--- config.mk ---
export PLATFORM = sky130hd
export DESIGN_NAME = pipe_adder_n_flat
export DESIGN_NICKNAME = d
export VERILOG_FILES = /design/src/rtl/pipe_adder_n_if.sv /design/src/rtl/pipe_adder_n.sv /design/src/flat_wrapper.sv
export SDC_FILE = /design/constraint.sdc
export NUM_CORES = 1
export LEC_CHECK = 0
export CELL_PAD_IN_SITES_DETAIL_PLACEMENT = 1
export CELL_PAD_IN_SITES_GLOBAL_PLACEMENT = 1
export CORE_ASPECT_RATIO = 0.7
export CORE_MARGIN = 2
export CORE_UTILIZATION = 32
export DETAILED_ROUTE_END_ITERATION = 7
export DONT_BUFFER_PORTS = 1
export PLACE_DENSITY = 0.68
export SLEW_MARGIN = 20
export SYNTH_ARGS = -nofsm -noshare
export SYNTH_HDL_FRONTEND = slang
export SYNTH_SLANG_ARGS = --single-unit
--- constraint.sdc ---
create_clock -name clk -period 3.8 [get_ports clk]
set_input_delay 0.19 -clock clk [delete_from_list [all_inputs] [get_ports clk]]
set_output_delay 0.19 -clock clk [all_outputs]
set_load 0.1 [all_outputs]
--- src/rtl/pipe_adder_n_if.sv ---
// Operand/result handshake bundle for pipe_adder_n.
// ovf exists only when ADDER_OVF_EN is defined.
interface pipe_adder_n_if #(
  parameter int unsigned WIDTH = 8
);
  logic             in_valid;
  logic             in_ready;
  logic [WIDTH-1:0] a;
  logic [WIDTH-1:0] b;
  logic             cin;
  logic             sub;
  logic             out_valid;
  logic             out_ready;
  logic [WIDTH-1:0] sum;
  logic             cout;
`ifdef ADDER_OVF_EN
  logic             ovf;
`endif

  modport master (
    output in_valid, a, b, cin, sub, out_ready,
    input  in_ready, out_valid, sum, cout
`ifdef ADDER_OVF_EN
    , input ovf
`endif
  );

  modport slave (
    input  in_valid, a, b, cin, sub, out_ready,
    output in_ready, out_valid, sum, cout
`ifdef ADDER_OVF_EN
    , output ovf
`endif
  );
endinterface

--- src/rtl/pipe_adder_n.sv ---
// Pipelined WIDTH-bit add/subtract, carry chain split into STAGES registered chunks.
// Optional signed-overflow output when ADDER_OVF_EN is defined.
module pipe_adder_n #(
  parameter int unsigned WIDTH  = 8,
  parameter int unsigned STAGES = 2
) (
  input logic           clk,
  input logic           rst_n,
  pipe_adder_n_if.slave bus
);
  localparam int unsigned DEPTH = (STAGES == 0) ? 1 : STAGES;
  localparam int unsigned CW    = WIDTH / DEPTH;
  localparam int unsigned LAST  = DEPTH - 1;

  if (STAGES < 1 || STAGES > WIDTH || (WIDTH % DEPTH) != 0) begin : g_bad_cfg
    $error("pipe_adder_n: WIDTH must be a multiple of STAGES with 1 <= STAGES <= WIDTH");
  end

  logic             adv;
  logic [WIDTH-1:0] b_eff;
  logic             c_eff;

  // Subtract folds into an add of the inverted operand and inverted borrow.
  assign b_eff = bus.sub ? ~bus.b : bus.b;
  assign c_eff = bus.sub ? ~bus.cin : bus.cin;

  for (genvar k = 0; k < DEPTH; k++) begin : g_stage
    logic [WIDTH-1:0] a_in;
    logic [WIDTH-1:0] b_in;
    logic [WIDTH-1:0] s_in;
    logic [WIDTH-1:0] s_nxt;
    logic             c_in;
    logic             v_in;
    logic [CW:0]      chunk;
    logic             v_q;
    logic             c_q;
    logic [WIDTH-1:0] s_q;

    if (k == 0) begin : g_head
      assign a_in = bus.a;
      assign b_in = b_eff;
      assign s_in = '0;
      assign c_in = c_eff;
      assign v_in = bus.in_valid;
    end else begin : g_body
      assign a_in = g_stage[k-1].g_fwd.a_q;
      assign b_in = g_stage[k-1].g_fwd.b_q;
      assign s_in = g_stage[k-1].s_q;
      assign c_in = g_stage[k-1].c_q;
      assign v_in = g_stage[k-1].v_q;
    end

    assign chunk = (CW+1)'(CW'(a_in >> (k * CW))) + (CW+1)'(CW'(b_in >> (k * CW)))
                 + (CW+1)'(c_in);

    // Splice this stage's chunk into the partial sum from upstream.
    always_comb begin
      s_nxt                = s_in;
      s_nxt[k*CW +: CW]    = chunk[CW-1:0];
    end

    always_ff @(posedge clk or negedge rst_n) begin
      if (!rst_n) begin
        v_q <= 1'b0;
        c_q <= 1'b0;
        s_q <= '0;
      end else if (adv) begin
        v_q <= v_in;
        c_q <= chunk[CW];
        s_q <= s_nxt;
      end
    end

    // Operands still needed by downstream chunks.
    if (k != LAST) begin : g_fwd
      logic [WIDTH-1:0] a_q;
      logic [WIDTH-1:0] b_q;

      always_ff @(posedge clk or negedge rst_n) begin
        if (!rst_n) begin
          a_q <= '0;
          b_q <= '0;
        end else if (adv) begin
          a_q <= a_in;
          b_q <= b_in;
        end
      end
    end
  end

  // Global stall: every stage holds while a result waits to be taken.
  assign adv           = bus.out_ready || !g_stage[LAST].v_q;
  assign bus.in_ready  = adv;
  assign bus.out_valid = g_stage[LAST].v_q;
  assign bus.sum       = g_stage[LAST].s_q;
  assign bus.cout      = g_stage[LAST].c_q;

`ifdef ADDER_OVF_EN
  logic ovf_q;
  logic ovf_nxt;

  assign ovf_nxt = (g_stage[LAST].a_in[WIDTH-1] == g_stage[LAST].b_in[WIDTH-1])
                && (g_stage[LAST].s_nxt[WIDTH-1] != g_stage[LAST].a_in[WIDTH-1]);

  always_ff @(posedge clk or negedge rst_n) begin
    if (!rst_n) begin
      ovf_q <= 1'b0;
    end else if (adv) begin
      ovf_q <= ovf_nxt;
    end
  end

  assign bus.ovf = ovf_q;
`endif
endmodule

--- src/flat_wrapper.sv ---
// flat-port wrapper written by rule: the top's interface ports become plain ports
module pipe_adder_n_flat 
#(
  parameter int unsigned WIDTH  = 8,
  parameter int unsigned STAGES = 2
)
  (clk, rst_n, bus_in_valid, bus_a, bus_b, bus_cin, bus_sub, bus_out_ready, bus_in_ready, bus_out_valid, bus_sum, bus_cout);
  pipe_adder_n_if #(.WIDTH(WIDTH)) bus_i ();
  input logic clk;
  input logic rst_n;
  input wire logic [$bits(bus_i.in_valid)-1:0] bus_in_valid;
  input wire logic [$bits(bus_i.a)-1:0] bus_a;
  input wire logic [$bits(bus_i.b)-1:0] bus_b;
  input wire logic [$bits(bus_i.cin)-1:0] bus_cin;
  input wire logic [$bits(bus_i.sub)-1:0] bus_sub;
  input wire logic [$bits(bus_i.out_ready)-1:0] bus_out_ready;
  output wire logic [$bits(bus_i.in_ready)-1:0] bus_in_ready;
  output wire logic [$bits(bus_i.out_valid)-1:0] bus_out_valid;
  output wire logic [$bits(bus_i.sum)-1:0] bus_sum;
  output wire logic [$bits(bus_i.cout)-1:0] bus_cout;
  assign bus_i.in_valid = bus_in_valid;
  assign bus_i.a = bus_a;
  assign bus_i.b = bus_b;
  assign bus_i.cin = bus_cin;
  assign bus_i.sub = bus_sub;
  assign bus_i.out_ready = bus_out_ready;
  assign bus_in_ready = bus_i.in_ready;
  assign bus_out_valid = bus_i.out_valid;
  assign bus_sum = bus_i.sum;
  assign bus_cout = bus_i.cout;
  pipe_adder_n #(.WIDTH(WIDTH), .STAGES(STAGES)) u_core (.clk(clk), .rst_n(rst_n), .bus(bus_i));
endmodule
---- Yosys cells after proc, flatten, opt, wreduce, memory -nomap -nowiden ----
Cells that the tools add are included.
word-level totals
  register bits after elaboration ......... 32
  input bits .............................. 22
  output and inout port bits .............. 11
cells by class
  add/subtract/negate cells ............... 4
  muxes and demuxes ....................... 2
  bitwise gates (word level) .............. 2
  reduce and logical (&&, ||, !) cells .... 2
operators with widths
  kind              count
  $add 4x4->5       2
  $add 5x1->5       2
  $mux 8            1
  $not 8->8         1
  $logic_not 1->1   1
  $logic_or 1x1->1  1
  $mux 1            1
  $not 1->1         1

---- Depth between registers and ports, before layout ----
Gate-level depths: netlist (run 1).
  depth in word-level cells ............... 4
  gate-level depth with buffers ........... 7
  depth with buffers taken out ............ 6

---- Worst setup path before layout (run 1) ----
Ideal clock, no wire load.
  path kind ............................... in2reg
  start point ............................. input port bus_sub
  end point ............................... register u_core.g_stage[0].c_q
  arrival ................................. 1755 ps
  data required time ...................... 3670 ps
  slack ................................... 1914 ps
  stages .................................. 7
  cells stage by stage .................... buf_4 -> xor2_1 -> fa_1 -> fa_1 -> a21o_1 -> a21oi_1 -> a21oi_2
between the ends
  word-level cells in the longest chain between the ends .. 3
  elaborated cells on any way between the ends .. 4
  classes of those cells .................. 2 x add/sub; 2 x mux
ends and longest elaborated chain
  element               RTL line            source
  from (decl)           flat_wrapper.sv:15  input wire logic [$bits(bus_i.sub)-1:0] bus_sub;
  $mux 8                pipe_adder_n.sv:24  assign b_eff = bus.sub ? ~bus.b : bus.b;
  $add 4x4->5           pipe_adder_n.sv:53  assign chunk = (CW+1)'(CW'(a_in >> (k * CW))) + (CW+1)'(CW'(b_in >> (k * CW)))
  $add 5x1->5 (*)       pipe_adder_n.sv:54  + (CW+1)'(c_in);
  to (signal assigned)  pipe_adder_n.sv:69  c_q <= chunk[CW];
  to (decl)             pipe_adder_n.sv:36  logic c_q;
Mark *: on every way between the ends. The rest lies on a longest branch, timed or not.
A chain may end at the register's enable or synchronous reset.

---- Final worst setup path (run 1) ----
  start point ............................. register u_core.g_stage[1].v_q, in the netlist u_core.bus.out_valid
  end point ............................... output port bus_in_ready
between the ends
  word-level cells in the longest chain between the ends .. 2
ends and longest elaborated chain
  element                 RTL line            source
  from (decl)             pipe_adder_n.sv:35  logic v_q;
  from (signal assigned)  pipe_adder_n.sv:68  v_q <= v_in;
  $logic_not 1->1         pipe_adder_n.sv:92  assign adv = bus.out_ready || !g_stage[LAST].v_q;
  $logic_or 1x1->1        pipe_adder_n.sv:92
  to (decl)               flat_wrapper.sv:17  output wire logic [$bits(bus_i.in_ready)-1:0] bus_in_ready;
Every way passes these cells.

==> results.cfg, run 1 <==
[setup_path]
crit_path_top_delay_cell = nor2b_4
worst-path-buf-inv = 2
r2r_slack_ns = 1.94
critPathLaunchType = flop
path_max_fanout = 25
cpPeakStageDelay_ns = 0.57
cp.required_ns = 3.61
cp_cell_sequence = buf_4, nor2b_4, inv_6
critical_path.top_delay_family = buffers and inverters
critPathCaptureType = output pin
worstPathArrival_ns = 1.76
worstSetupPathType = flop to output pin

[sta]
fin_ws_ns = 1.85
fin_setup_tns_ns = 0
setup_viol = 0
slew_viol_final = 0
period_needed_ns = 1.95
worstMarginPinSlew_ns = 0.926
clock_skew_ns = 0.00725
hold_viol_final = 0
slew_headroom_pct = 38.3
max_freq_mhz = 513
period_share_pct = 51.3
rsz0062_at_grt = no

[placed_design]
portBuffers = 0
gp_congestion = 0.738
placed_area_sq_um = 1290
preCtsSetupSlack_ns = 1.93
dp_hpwl_mm = 1.85
dp.cells = 172

[clock_tree]
clkTransAtPathRegs_ns = 0.09
cts_inserted_buffers = 3
cts_setup_buffers = 0
clockBufferDepth = 2
cts.sinks = 24
clock_latency_ns = 0.27
cts_tree = built
postCtsResizedCells = 0
cts-root-buf = clkbuf_8
htreeDepth = 1
postCtsHoldBufs = 2

[synth]
ys_warn_count = 0
synth_cell_types = 21
synth_most_common_cell = nand2_1
synth-main-ff-cell = dfrtp_1
syn_nets = 157
synth_area_leader_cell = dfrtp_1
syn_area_sq_um = 1270
ys_seq_area_share_pct = 47.2
synth-seq-cells = 24
synth_edf_count = 0
yosysTopAreaCellShare_pct = 47.2
async_flop_share_pct = 100
syn_area_per_cell_sq_um = 10.2
synth_commonest_cells = nand2_1, dfrtp_1, xor2_1
synth_cells = 125
synth_area_leaders = dfrtp_1, nand2_1, fa_1

[global_route]
track_usage_pct = 12.4
grt_pass1_wl_mm = 4.18
antenna_found_initial = 0
grt_pass1_vias = 913
grt_max_degree = 26
grt_overflow = 0

[die]
top_level_ports = 33
die_x_um = 79.4
die_y_um = 56.8
rows = 19
start_util_pct = 32.8
fp.coreArea_sq_um = 3870
die_area_sq_um = 4510

[final_layout]
n_antenna_cell = 0
fin_area_sq_um = 1370
layout-drive-gt1-share_pct = 11.9
fin_cells = 178
syn_to_final_growth_pct = 7.96
fin_nets = 159

[run]
maxCapViolCount = 0

[pwr]
ir_worst_vdd_mv = 0.291
power_mw = 1.03
power_density_nw_per_um2 = 752
leakagePower_nw = 0.655

[routing]
top_layer_used = met4
remaining_drc_errors = 0
met3_length_um = 195
wl_met1_um = 980
firstDrtPassIters = 2
routed_wirelength_mm = 2.42
drtIter0Drc = 17
ant_nets = 0
wl_per_cell_um = 13.6
drt-vias-per-instance = 4.55
via_count = 810
met2WireLength_mm = 1.23

[worst_hold_path]
hp-class = input port to flop

[status]
status = completed
## worst paths after layout
kind / cells after the start / endpoint / from
min: 2 / u_core.g_stage[0].g_fwd.a_q[4] / bus_a[4]
max: 3 / bus_in_ready / u_core.bus.out_valid
min reg2reg: 2 / u_core.g_stage[0].s_q[0] / u_core.g_stage[0].s_q[0]
max in group asynchronous: 2 / u_core.bus.sum[6] / rst_n
max reg2reg: 5 / u_core.bus.sum[6] / u_core.bus.out_valid
min in group asynchronous: 2 / u_core.bus.out_valid / rst_n
## logic make-up after synthesis
kind of cell    after synthesis  synth area share (%)
flops                        24                  47.2
xor+xnor                     13                  8.95
compound gates               19                  9.83
simple gates                 49                  15.8
buf+inv                      10                  6.00
fa+ha+maj                    10                  12.2
## flip-flops by register name, summed over array words and instances, names as in the netlist
register	count
u_core.bus.out_valid	1
u_core.g_stage.g_fwd.a_q	4
u_core.g_stage.g_fwd.b_q	4
u_core.g_stage.s_q	4
u_core.bus.cout	1
u_core.bus.sum	8
u_core.g_stage.v_q	1
u_core.g_stage.c_q	1
## placed cells by master, fill, tap and decap left out, types with 4 or more instances in the layout
master	synthesis	layout
clkbuf_8	0	4
nand2_1	41	41
xor2_1	9	9
dfrtp_1	24	24
xnor2_1	4	4
fa_1	4	4
ha_1	6	6
o21ai_0	4	4
a21oi_2	4	4
nor2_1	4	4
## per-stage QoR
stage / hold WS (ns) / util, %
5_1_grt: 0.0260 / 35.5
2_1_floorplan: -0.106 / -
3_5_place_dp: -0.105 / 33.3
6_report: 0.0294 / 35.5
3_3_place_gp: -0.105 / 33.3
4_1_cts: 0.0255 / 35.5
## area by class of cell
class | instances | area (sq um)
fillers | 445 | 2500
flip-flops and latches | 24 | 601
multi-input cells | 91 | 596
clock buffers | 4 | 55.1
well taps | 52 | 65.1
inverters | 4 | 20.0
repair buffers | 3 | 37.5
## where the power goes
group | switching (mW) | internal (mW)
logic | 0.122 | 0.0841
clock network | 0.0817 | 0.0925
registers | 0.335 | 0.318
total | 0.539 | 0.494
## worst reg2reg max path: stages (launching register included)
cell     delay, ns
dfrtp_1       0.34
buf_4         0.29
nor2b_4       0.57
inv_6         0.29
nor2_1        0.20
a21oi_2       0.05
## metal layers
layer | GRT usage, % | up-vias
li1 | - | 393
met1 | 14.3 | 392
met2 | 20.5 | 23
met3 | 5.95 | 2
met4 | 3.69 | 0
met5 | 0 | -
(Power assumes the default switching activity.)
==> inputs of run 2 (changes only) <==
--- a/config.mk
+++ b/config.mk
@@ -5,6 +5,7 @@
 export SDC_FILE = /design/constraint.sdc
 export NUM_CORES = 1
 export LEC_CHECK = 0
+export ABC_AREA = 1
 export CELL_PAD_IN_SITES_DETAIL_PLACEMENT = 1
 export CELL_PAD_IN_SITES_GLOBAL_PLACEMENT = 1
 export CORE_ASPECT_RATIO = 0.7
@@ -12,7 +13,7 @@
 export CORE_UTILIZATION = 32
 export DETAILED_ROUTE_END_ITERATION = 7
 export DONT_BUFFER_PORTS = 1
-export PLACE_DENSITY = 0.68
+export PLACE_DENSITY = 0.72
 export SLEW_MARGIN = 20
 export SYNTH_ARGS = -nofsm -noshare
 export SYNTH_HDL_FRONTEND = slang
==> constraint.sdc (replaced) <==
create_clock -name clk -period 1.65 [get_ports clk]
set_input_delay 0.0825 -clock clk [delete_from_list [all_inputs] [get_ports clk]]
set_output_delay 0.0825 -clock clk [all_outputs]
set_load 0.1 [all_outputs]
==> results.cfg, run 2 <==
[setup_path]
worstSetupPathType = flop to flop
worstPathArrival_ns = 1.77
path_max_fanout = 3
r2r_start = u_core.g_stage[0].g_fwd.b_q[4]
r2r_slack_ns = 0.07
cp.required_ns = 1.84
r2r-end = u_core.bus.sum[5]
worstRegToRegCells = 4
critPathLaunchType = flop
critPathCaptureType = flop

[routing]
wl_met1_mm = 1.22
wl_per_cell_um = 13.4
ant_nets = 0
drt-vias-per-instance = 4.57
via_count = 1000
met2WireLength_mm = 1.58
remaining_drc_errors = 0
routed_wirelength_mm = 2.94
top_layer_used = met4
firstDrtPassIters = 4
met3_length_um = 114
drtIter0Drc = 39

[die]
rows = 19
start_util_pct = 33.4
die_y_um = 57.6
fp.coreArea_sq_um = 3920
die_x_um = 80.5
die_area_sq_um = 4630
top_level_ports = 33

[synth]
synth_cells = 147
syn_area_per_cell_sq_um = 8.92
synth-main-ff-cell = dfrtp_1
syn_nets = 179
synth-seq-cells = 24
async_flop_share_pct = 100
ys_seq_area_share_pct = 45.8
synth_area_leader_cell = dfrtp_1
synth_commonest_cells = nand2_1, dfrtp_1, inv_1
yosysTopAreaCellShare_pct = 45.8
ys_warn_count = 0
synth_edf_count = 0
syn_area_sq_um = 1310
synth_most_common_cell = nand2_1
synth_area_leaders = dfrtp_1, nand2_1, fa_1
synth_cell_types = 17

[clock_tree]
htreeDepth = 1
clockBufferDepth = 2
cts_setup_buffers = 0
clock_latency_ns = 0.27
clkTransAtPathRegs_ns = 0.09
cts-root-buf = clkbuf_8
cts_inserted_buffers = 3
cts_tree = built
cts.sinks = 24

[final_layout]
syn_to_final_growth_pct = 19.6
seq_area_sq_um = 602
layout_common_cells = nand2_1, dfrtp_1, inv_1
utilization_pct = 40.0
largest_reg_flops = 8
layout-drive-gt1-share_pct = 13.8
multiInputGateArea_sq_um = 584
n_antenna_cell = 0
fin_nets = 200
fin_cells = 219
fillers = 476
layout_commonest_cell = nand2_1

[sta]
slew_headroom_pct = 81.1
setup_viol = 0
clock_skew_ns = 0.00193
hold_viol_final = 0
max_freq_mhz = 634
period_share_pct = 95.6
period_needed_ns = 1.58
worstMarginPinSlew_ns = 0.283
slew_viol_final = 0

[placed_design]
dp.cells = 206
gp_congestion = 0.856
dp_hpwl_mm = 2.10
portBuffers = 0

[pwr]
power_density_nw_per_um2 = 1600
leakagePower_nw = 0.782
power_mw = 2.51
ir_worst_vdd_mv = 0.699

[global_route]
grt_max_degree = 29
grt_pass1_vias = 1096
grt_overflow = 0
track_usage_pct = 14.3
grt_pass1_wl_mm = 4.93
antenna_found_initial = 0

[worst_hold_path]
worstHoldPathCells = 2
hold_end = u_core.g_stage[0].g_fwd.b_q[6]
hold_start = bus_b[6]
hp-class = input port to flop

[run]
maxCapViolCount = 0

[status]
status = completed
## run 2: changes by cell type after synthesis, moves of 2 or more
cell,delta
inv_1,+14
nand3_1,+8
o21ai_0,+6
a21oi_2,-4
o21ai_1,+2
a21o_1,-3
buf_4,-2
nand2_1,+4
nor2_1,+3
xor2_1,-4
## run 2: per-stage QoR
stage / hold WS (ns) / cell area (sq um) / setup slack [ns] / setup TNS, ns
after floorplan: -0.213 / 1320 / 0.0461 / 0
after global placement: -0.212 / 1410 / 0.0959 / 0
after detailed placement: -0.212 / 1410 / 0.0424 / 0
after CTS: 0.00514 / 1570 / 0.0204 / 0
after global routing: 0.0196 / 1570 / -0.0130 / -0.0130
final: 0.00599 / 1570 / 0.0727 / 0
## run 2: worst max-delay path by stage
stage                                               from                     to  slack (ns)
final                     u_core.g_stage[0].g_fwd.b_q[4]      u_core.bus.sum[5]        0.07
after floorplan                                  bus_sub  u_core.g_stage[0].c_q        0.05
after detailed placement  u_core.g_stage[0].g_fwd.b_q[4]      u_core.bus.sum[5]        0.04
after CTS                 u_core.g_stage[0].g_fwd.b_q[4]      u_core.bus.sum[5]        0.02
after global routing      u_core.g_stage[0].g_fwd.b_q[4]        u_core.bus.cout       -0.01
after global placement    u_core.g_stage[0].g_fwd.b_q[4]      u_core.bus.sum[5]         0.1
## run 2: cells by family after synthesis
family                   count (synthesis)  share of synthesized area, %
AND/OR/NAND/NOR                         61                          18.4
flip-flops                              24                          45.8
buffers and inverters                   23                          10.0
AO/OA/AOI/OAI                           20                          7.92
adder cells (fa/ha/maj)                 10                          11.8
XOR/XNOR                                 9                          6.01
## run 2: area by class of cell
cell class                 count  area share (%)
clock buffer                   4            3.51
inverter                      17            4.07
multi-input combinational    100            37.3
sequential                    24            38.4
tap                           52            4.15
timing repair buffer          22            12.6
## run 2: power breakdown
part	leakage [nW]	internal (mW)	switching, mW	total, mW
Sequential	0.285	0.739	0.0838	0.823
Clock	0.0288	0.213	0.194	0.407
Combinational	0.468	0.308	0.968	1.28
Total	0.782	1.26	1.25	2.51
## run 2: worst max-delay path, cell delays in order, from the launching register on
cell     delay, ns
dfrtp_1       0.42
fa_2          0.43
inv_1         0.08
fa_1          0.41
o21ai_0       0.16
## run 2: metal layers
metal / vias to the layer above / track usage, %
met5: - / 0
met4: 0 / 5.33
met2: 19 / 24.9
li1: 494 / -
met3: 2 / 3.96
met1: 485 / 17.0
## run 2: what timing repair did
item | 4_1_cts | 5_1_grt
hold buffers | 9 | 0
gates resized for setup | 0 | 1
endpoints found under the hold margin | 30 | 0
endpoints found under the setup margin | 0 | 3
